===== src/rtl/mul_div_unit_pkg.sv =====
// Shared encodings for the iterative multiply/divide unit, also used by the
// instruction decoder and the issue control FSM.
package mul_div_unit_pkg;

    localparam int MDU_WIDTH  = 32;
    localparam int MDU_REG_AW = 5;

    typedef enum logic [1:0] {
        OP_MULLO = 2'b00,
        OP_MULHI = 2'b01,
        OP_DIVU  = 2'b10,
        OP_REMU  = 2'b11
    } mdu_op_e;

    typedef enum logic [1:0] {
        ST_IDLE = 2'b00,
        ST_RUN  = 2'b01,
        ST_WB   = 2'b10
    } mdu_state_e;

    // Divide ops share the upper encoding bit.
    function automatic logic op_is_div(input mdu_op_e op);
        return op[1];
    endfunction

    // Ops that return the hi/remainder word rather than the lo/quotient word.
    function automatic logic op_takes_hi(input mdu_op_e op);
        return (op == OP_MULHI) || (op == OP_REMU);
    endfunction

endpackage


===== src/rtl/mul_div_unit_step.sv =====
// One combinational iteration of the shared datapath: a shift-add multiply
// step or a restoring-divide step, selected by i_div.
module mdu_step #(
    parameter int WIDTH = 32
) (
    input  logic             i_div,
    input  logic [WIDTH-1:0] i_hi,
    input  logic [WIDTH-1:0] i_lo,
    input  logic [WIDTH-1:0] i_b,
    output logic [WIDTH-1:0] o_hi_next,
    output logic [WIDTH-1:0] o_lo_next
);

    logic [WIDTH:0]   w_sum;
    logic [WIDTH:0]   w_shift;
    logic             w_ge;
    logic [WIDTH-1:0] w_diff;

    // Multiply: conditional add with the carry kept, then {carry,hi,lo} >> 1.
    assign w_sum = {1'b0, i_hi} + (i_lo[0] ? {1'b0, i_b} : {(WIDTH+1){1'b0}});

    // Divide: the remainder after a successful trial is below b, so the
    // subtraction only needs WIDTH bits once the compare has passed.
    assign w_shift = {i_hi, i_lo[WIDTH-1]};
    assign w_ge    = (w_shift >= {1'b0, i_b});
    assign w_diff  = w_shift[WIDTH-1:0] - i_b;

    always_comb begin
        o_hi_next = w_sum[WIDTH:1];
        o_lo_next = {w_sum[0], i_lo[WIDTH-1:1]};
        if (i_div) begin
            o_hi_next = w_ge ? w_diff : w_shift[WIDTH-1:0];
            o_lo_next = {i_lo[WIDTH-2:0], w_ge};
        end
    end

endmodule


===== src/rtl/mul_div_unit.sv =====
// Iterative 32-cycle unsigned multiply/divide unit with a single registered
// register-file writeback (active-low enable) and busy/done for issue stall.
module mul_div_unit
    import mul_div_unit_pkg::*;
#(
    parameter int WIDTH  = MDU_WIDTH,
    parameter int REG_AW = MDU_REG_AW
) (
    input  logic              clk,
    input  logic              rstd,
    input  logic              start,
    input  logic [1:0]        op,
    input  logic [WIDTH-1:0]  a,
    input  logic [WIDTH-1:0]  b,
    input  logic [REG_AW-1:0] dst,
    output logic              busy,
    output logic              done,
    output logic [WIDTH-1:0]  wr,
    output logic [REG_AW-1:0] wa,
    output logic              wren
);

    localparam int CNT_W = $clog2(WIDTH);
    localparam logic [CNT_W-1:0] LAST_CNT = CNT_W'(WIDTH - 1);

    mdu_state_e        r_state;
    mdu_op_e           r_op;
    logic [REG_AW-1:0] r_dst;
    logic [WIDTH-1:0]  r_b;
    logic [WIDTH-1:0]  r_hi;
    logic [WIDTH-1:0]  r_lo;
    logic [CNT_W-1:0]  r_cnt;
    logic              r_busy;
    logic              r_done;
    logic              r_wren;
    logic [WIDTH-1:0]  r_wr;
    logic [REG_AW-1:0] r_wa;

    logic [WIDTH-1:0]  w_hi_next;
    logic [WIDTH-1:0]  w_lo_next;
    logic [WIDTH-1:0]  w_result;

    mdu_step #(
        .WIDTH (WIDTH)
    ) u_step (
        .i_div     (op_is_div(r_op)),
        .i_hi      (r_hi),
        .i_lo      (r_lo),
        .i_b       (r_b),
        .o_hi_next (w_hi_next),
        .o_lo_next (w_lo_next)
    );

    // The final iteration's result is written straight into the output register.
    assign w_result = op_takes_hi(r_op) ? w_hi_next : w_lo_next;

    always_ff @(posedge clk or negedge rstd) begin
        if (!rstd) begin
            r_state <= ST_IDLE;
            r_op    <= OP_MULLO;
            r_dst   <= '0;
            r_b     <= '0;
            r_hi    <= '0;
            r_lo    <= '0;
            r_cnt   <= '0;
            r_busy  <= 1'b0;
            r_done  <= 1'b0;
            r_wren  <= 1'b1;
            r_wr    <= '0;
            r_wa    <= '0;
        end else begin
            case (r_state)
                ST_IDLE: begin
                    if (start) begin
                        r_op    <= mdu_op_e'(op);
                        r_dst   <= dst;
                        r_b     <= b;
                        r_hi    <= '0;
                        r_lo    <= a;
                        r_cnt   <= '0;
                        r_busy  <= 1'b1;
                        r_state <= ST_RUN;
                    end
                end
                ST_RUN: begin
                    r_hi  <= w_hi_next;
                    r_lo  <= w_lo_next;
                    r_cnt <= r_cnt + 1'b1;
                    if (r_cnt == LAST_CNT) begin
                        r_wr    <= w_result;
                        r_wa    <= r_dst;
                        r_done  <= 1'b1;
                        // Register 0 is hardwired; keep the enable inactive.
                        r_wren  <= (r_dst == '0);
                        r_state <= ST_WB;
                    end
                end
                ST_WB: begin
                    r_done  <= 1'b0;
                    r_wren  <= 1'b1;
                    r_busy  <= 1'b0;
                    r_state <= ST_IDLE;
                end
                default: begin
                    r_state <= ST_IDLE;
                end
            endcase
        end
    end

    assign busy = r_busy;
    assign done = r_done;
    assign wr   = r_wr;
    assign wa   = r_wa;
    assign wren = r_wren;

endmodule

===== config.mk =====
export PLATFORM = sky130hd
export DESIGN_NAME = mul_div_unit
export DESIGN_NICKNAME = d
export VERILOG_FILES = /design/src/rtl/mul_div_unit_pkg.sv /design/src/rtl/mul_div_unit_step.sv /design/src/rtl/mul_div_unit.sv
export SDC_FILE = /design/constraint.sdc
export NUM_CORES = 1
export LEC_CHECK = 0
export BUFFER_PORTS_ARGS = -buffer_cell sky130_fd_sc_hd__buf_2
export CAP_MARGIN = 20
export CORE_ASPECT_RATIO = 1.1
export CORE_MARGIN = 4
export CORE_UTILIZATION = 50
export CTS_CLUSTER_SIZE = 14
export DETAILED_ROUTE_END_ITERATION = 8
export PLACE_DENSITY = 0.69
export SKIP_LAST_GASP = 1
export SLEW_MARGIN = 20
export SYNTH_ARGS = -nofsm -noshare
export SYNTH_HDL_FRONTEND = slang
export SYNTH_HIERARCHICAL = 1
export SYNTH_SLANG_ARGS = --single-unit

===== constraint.sdc =====
create_clock -name clk -period 5.4 [get_ports clk]
set_input_delay 1.08 -clock clk [delete_from_list [all_inputs] [get_ports clk]]
set_output_delay 1.08 -clock clk [all_outputs]
set_load 0.03 [all_outputs]

==> results.sh <==
export IMPL_final_max_slew_viol_count=0
export IMPL_critPathRequiredTime_ns=5.74
export IMPL_die_y_um=164
export IMPL_hold_depth=1
export IMPL_slew_headroom=0.303
export IMPL_num_vias=9823
export IMPL_synth_seq_area_share=0.341
export IMPL_first_iter_violations=769
export IMPL_grt_pass1_wl_mm=50.4
export IMPL_nNetsFinal=1555
export IMPL_rows=56
export IMPL_hold_viol_final=0
export IMPL_cts_root_buffer="clkbuf_16"
export IMPL_worstMarginPinSlew_ns=1.04
export IMPL_cts_sinks=150
export IMPL_initial_core_util=0.511
export IMPL_drt_antenna_violating_nets=0
export IMPL_io_pins=114
export IMPL_multi_input_area_um2=6710
export IMPL_cts_buffers=17
export IMPL_die_w_um=149
export IMPL_hold_buffers=0
export IMPL_syn_avg_cell_area_um2=8.16
export IMPL_critPathMaxStageDelay_ns=0.95
export IMPL_finalCritPeriodShare=0.728
export IMPL_finClkSkew_ns=0.0149
export IMPL_place_hpwl_mm=22.4
export IMPL_port_buffers=113
export IMPL_start_kind="flip-flop"
export IMPL_cts_tree="built"
export IMPL_setup_worst_path_end_class="flip-flop"
export IMPL_clk_transition_reported_paths_ns=0.07
export IMPL_crit_type="flip-flop to flip-flop"
export IMPL_min_period_ns=3.93
export IMPL_outcome="finished, final reports clean"
export IMPL_synth_edf_count=0
export IMPL_r2r_end="wr[30]$_DFFE_PN0P_"
export IMPL_synth_seq_cells=150
export IMPL_overflow=0
export IMPL_synth_async_reset_ratio=1.00
export IMPL_via_per_inst=5.72
export IMPL_rsz0062_at_grt="false"
export IMPL_crit_arrival_ns=4.27
export IMPL_synth_largest_area_cell="dfrtp_1"
export IMPL_h_tree_depth=4
export IMPL_worstPathCellList="and2_1, ha_1, a21o_1, a2111oi_0, a211o_1, nor3_1, o31a_1, o2111ai_1, mux2i_1, a21oi_1, a211oi_1, mux2i_1, o21ai_0"
export IMPL_r2r_cells=13
export IMPL_antenna_found_initial=0
export IMPL_nFillCells=1981
export IMPL_reg2reg_setup_slack_ns=1.47
export IMPL_wl_per_cell_um=18.1
export IMPL_min_to="r_cnt[3]$_DFFE_PN0P_"
export IMPL_yosysWarnings=6
export IMPL_drive_gt1_frac=0.154
export IMPL_synth_top_area_share=0.339
export IMPL_wirelength_mm=31.1
export IMPL_startpoint="r_lo[0]$_DFFE_PN0P_"
export IMPL_drc=0
export IMPL_track_usage=0.258
export IMPL_grt_max_degree=69
export IMPL_synth_flop_cell="dfrtp_1"
export IMPL_fmax_mhz=254
export IMPL_cts_setup_buffers=0
export IMPL_syn_instance_count=1348
export IMPL_dieArea_um2=24400
export IMPL_setup_viol=0
export IMPL_seq_area_um2=3760
export IMPL_synthToLayoutAreaGrowth_pct=11.7
export IMPL_synth_net_count=1490
export IMPL_yosysUniqueCellTypes=75
export IMPL_synth_area_leaders="dfrtp_1 34%, nand2_1 8.9%, ha_1 7.5%"
export IMPL_min_delay_start="r_cnt[3]$_DFFE_PN0P_"
export IMPL_crit_fanout=34
export IMPL_drtPass1Iterations=5
export IMPL_drv_cap=0
export IMPL_synth_area_um2=11000
export IMPL_fin_setup_tns_ns=0
export IMPL_cpMostUsedCell="mux2i_1"
export IMPL_cts_resized=0
export IMPL_clk_insertion_delay_late_ns=0.44
export IMPL_cpMaxStageDelayCell="dfrtp_1"
export IMPL_gp_congestion=0.918
export IMPL_core_area_um2=21500
export IMPL_clockBufferDepth=2
export IMPL_regToRegStartpoint="r_lo[0]$_DFFE_PN0P_"
export IMPL_grt_pass1_vias=9551
export IMPL_hold_class="flip-flop to flip-flop"
==> worst max-delay path by stage <==
stage | end | cells past startpoint
after floorplan | wr[23]$_DFFE_PN0P_ | 15
after global placement | wr[23]$_DFFE_PN0P_ | 14
after detailed placement | wr[30]$_DFFE_PN0P_ | 13
after CTS | wr[23]$_DFFE_PN0P_ | 14
after global routing | wr[30]$_DFFE_PN0P_ | 13
final | wr[30]$_DFFE_PN0P_ | 13
==> flip-flops by register name, indices dropped and copies added, names as in the netlist <==
| register | count |
|---|---|
| r_lo | 32 |
| done | 1 |
| r_cnt | 5 |
| r_op | 2 |
| busy | 1 |
| r_state | 2 |
| wren | 1 |
| wr | 32 |
| r_b | 32 |
| r_dst | 5 |
| r_hi | 32 |
| wa | 5 |
==> through the flow <==
step / hold WS [ns] / instance area [um2] / setup slack (ns) / cells / utilization
6_report: 0.472 / 12300 / 1.47 / 1717 / 0.571
5_1_grt: 0.491 / 12300 / 1.14 / 1716 / 0.571
2_1_floorplan: 0.437 / 11000 / 2.26 / 1348 / -
4_1_cts: 0.475 / 12300 / 1.47 / 1716 / 0.571
3_3_place_gp: 0.454 / 11700 / 1.64 / 1684 / 0.542
3_5_place_dp: 0.465 / 11700 / 1.50 / 1684 / 0.542
==> routing by layer <==
| metal | vias to the layer above | wire length (um) | share of wire | global-route usage |
|---|---|---|---|---|
| li1 | 4817 | - | - | - |
| met1 | 4648 | 14700 | 0.47 | 0.377 |
| met2 | 332 | 13700 | 0.44 | 0.395 |
| met3 | 26 | 2340 | 0.075 | 0.0547 |
| met4 | 0 | 361 | 0.012 | 0.0599 |
| met5 | - | 0 | 0 | 0 |
==> cell type report <==
cell class                      count  share of cell area
Multi-Input combinational cell   1072               0.547
Sequential cell                   150               0.306
Timing Repair Buffer              122              0.0521
Clock buffer                       18              0.0350
Tap cell                          290              0.0295
Inverter                           50              0.0153
Clock inverter                     14              0.0150
Antenna cell                        1            0.000204
==> layout by cell type, fill, tap and decap left out, drive strengths merged, types with 7 or more instances in the layout <==
master  instances
mux2i          47
buf           122
and2           35
o21a           16
xnor2          27
clkbuf         18
nor3           21
a21o           31
nand2b          9
o21ai          70
xor2           25
o22ai          32
a31oi          14
a21oi         100
dfrtp         149
and3            9
nand2         262
nand4           7
mux2           37
nor2          120
inv            59
ha             66
o211ai         10
nand3          54
==> Yosys cell counts, types with 6 or more instances <==
master    count
o21a_1       16
dfrtp_1     149
nand2b_1      9
o211ai_1     10
nor3_1       18
o21bai_1      6
inv_1        50
o22ai_1      32
xor2_1       25
a21o_1       31
a31oi_1      12
mux2_2       37
nor2_1      120
nand4_1       7
o31ai_1       6
xnor2_1      27
and3_1        8
nand3_1      53
a21oi_1      97
ha_1         66
o21ai_0      66
buf_2        31
nor2b_1       6
mux2i_1      47
and2_1       35
clkbuf_1     37
nand2_1     262
==> worst max-delay path, delay by kind of cell, from the launching register on <==
kind | cells | cell delay [ns]
simple gates | 2 | 0.31
fa+ha+maj | 1 | 0.29
compound gates | 8 | 1.93
mux | 2 | 0.35
flops | 1 | 0.95
==> cell families (layout without fill, tap and decap cells) <==
group,count (synthesis),after routing,synth area share
AND/OR/NAND/NOR,543,543,0.218
AO/OA/AOI/OAI,325,325,0.190
flip-flops,150,150,0.341
buffers and inverters,126,204,0.0496
multiplexers,84,84,0.0807
adder cells (fa/ha/maj),68,68,0.0787
XOR/XNOR,52,52,0.0414
other,0,1,0
Power is left out: the tool's default activity adds up to more than one toggle a clock period on the data nets, which glitch-free logic cannot reach.
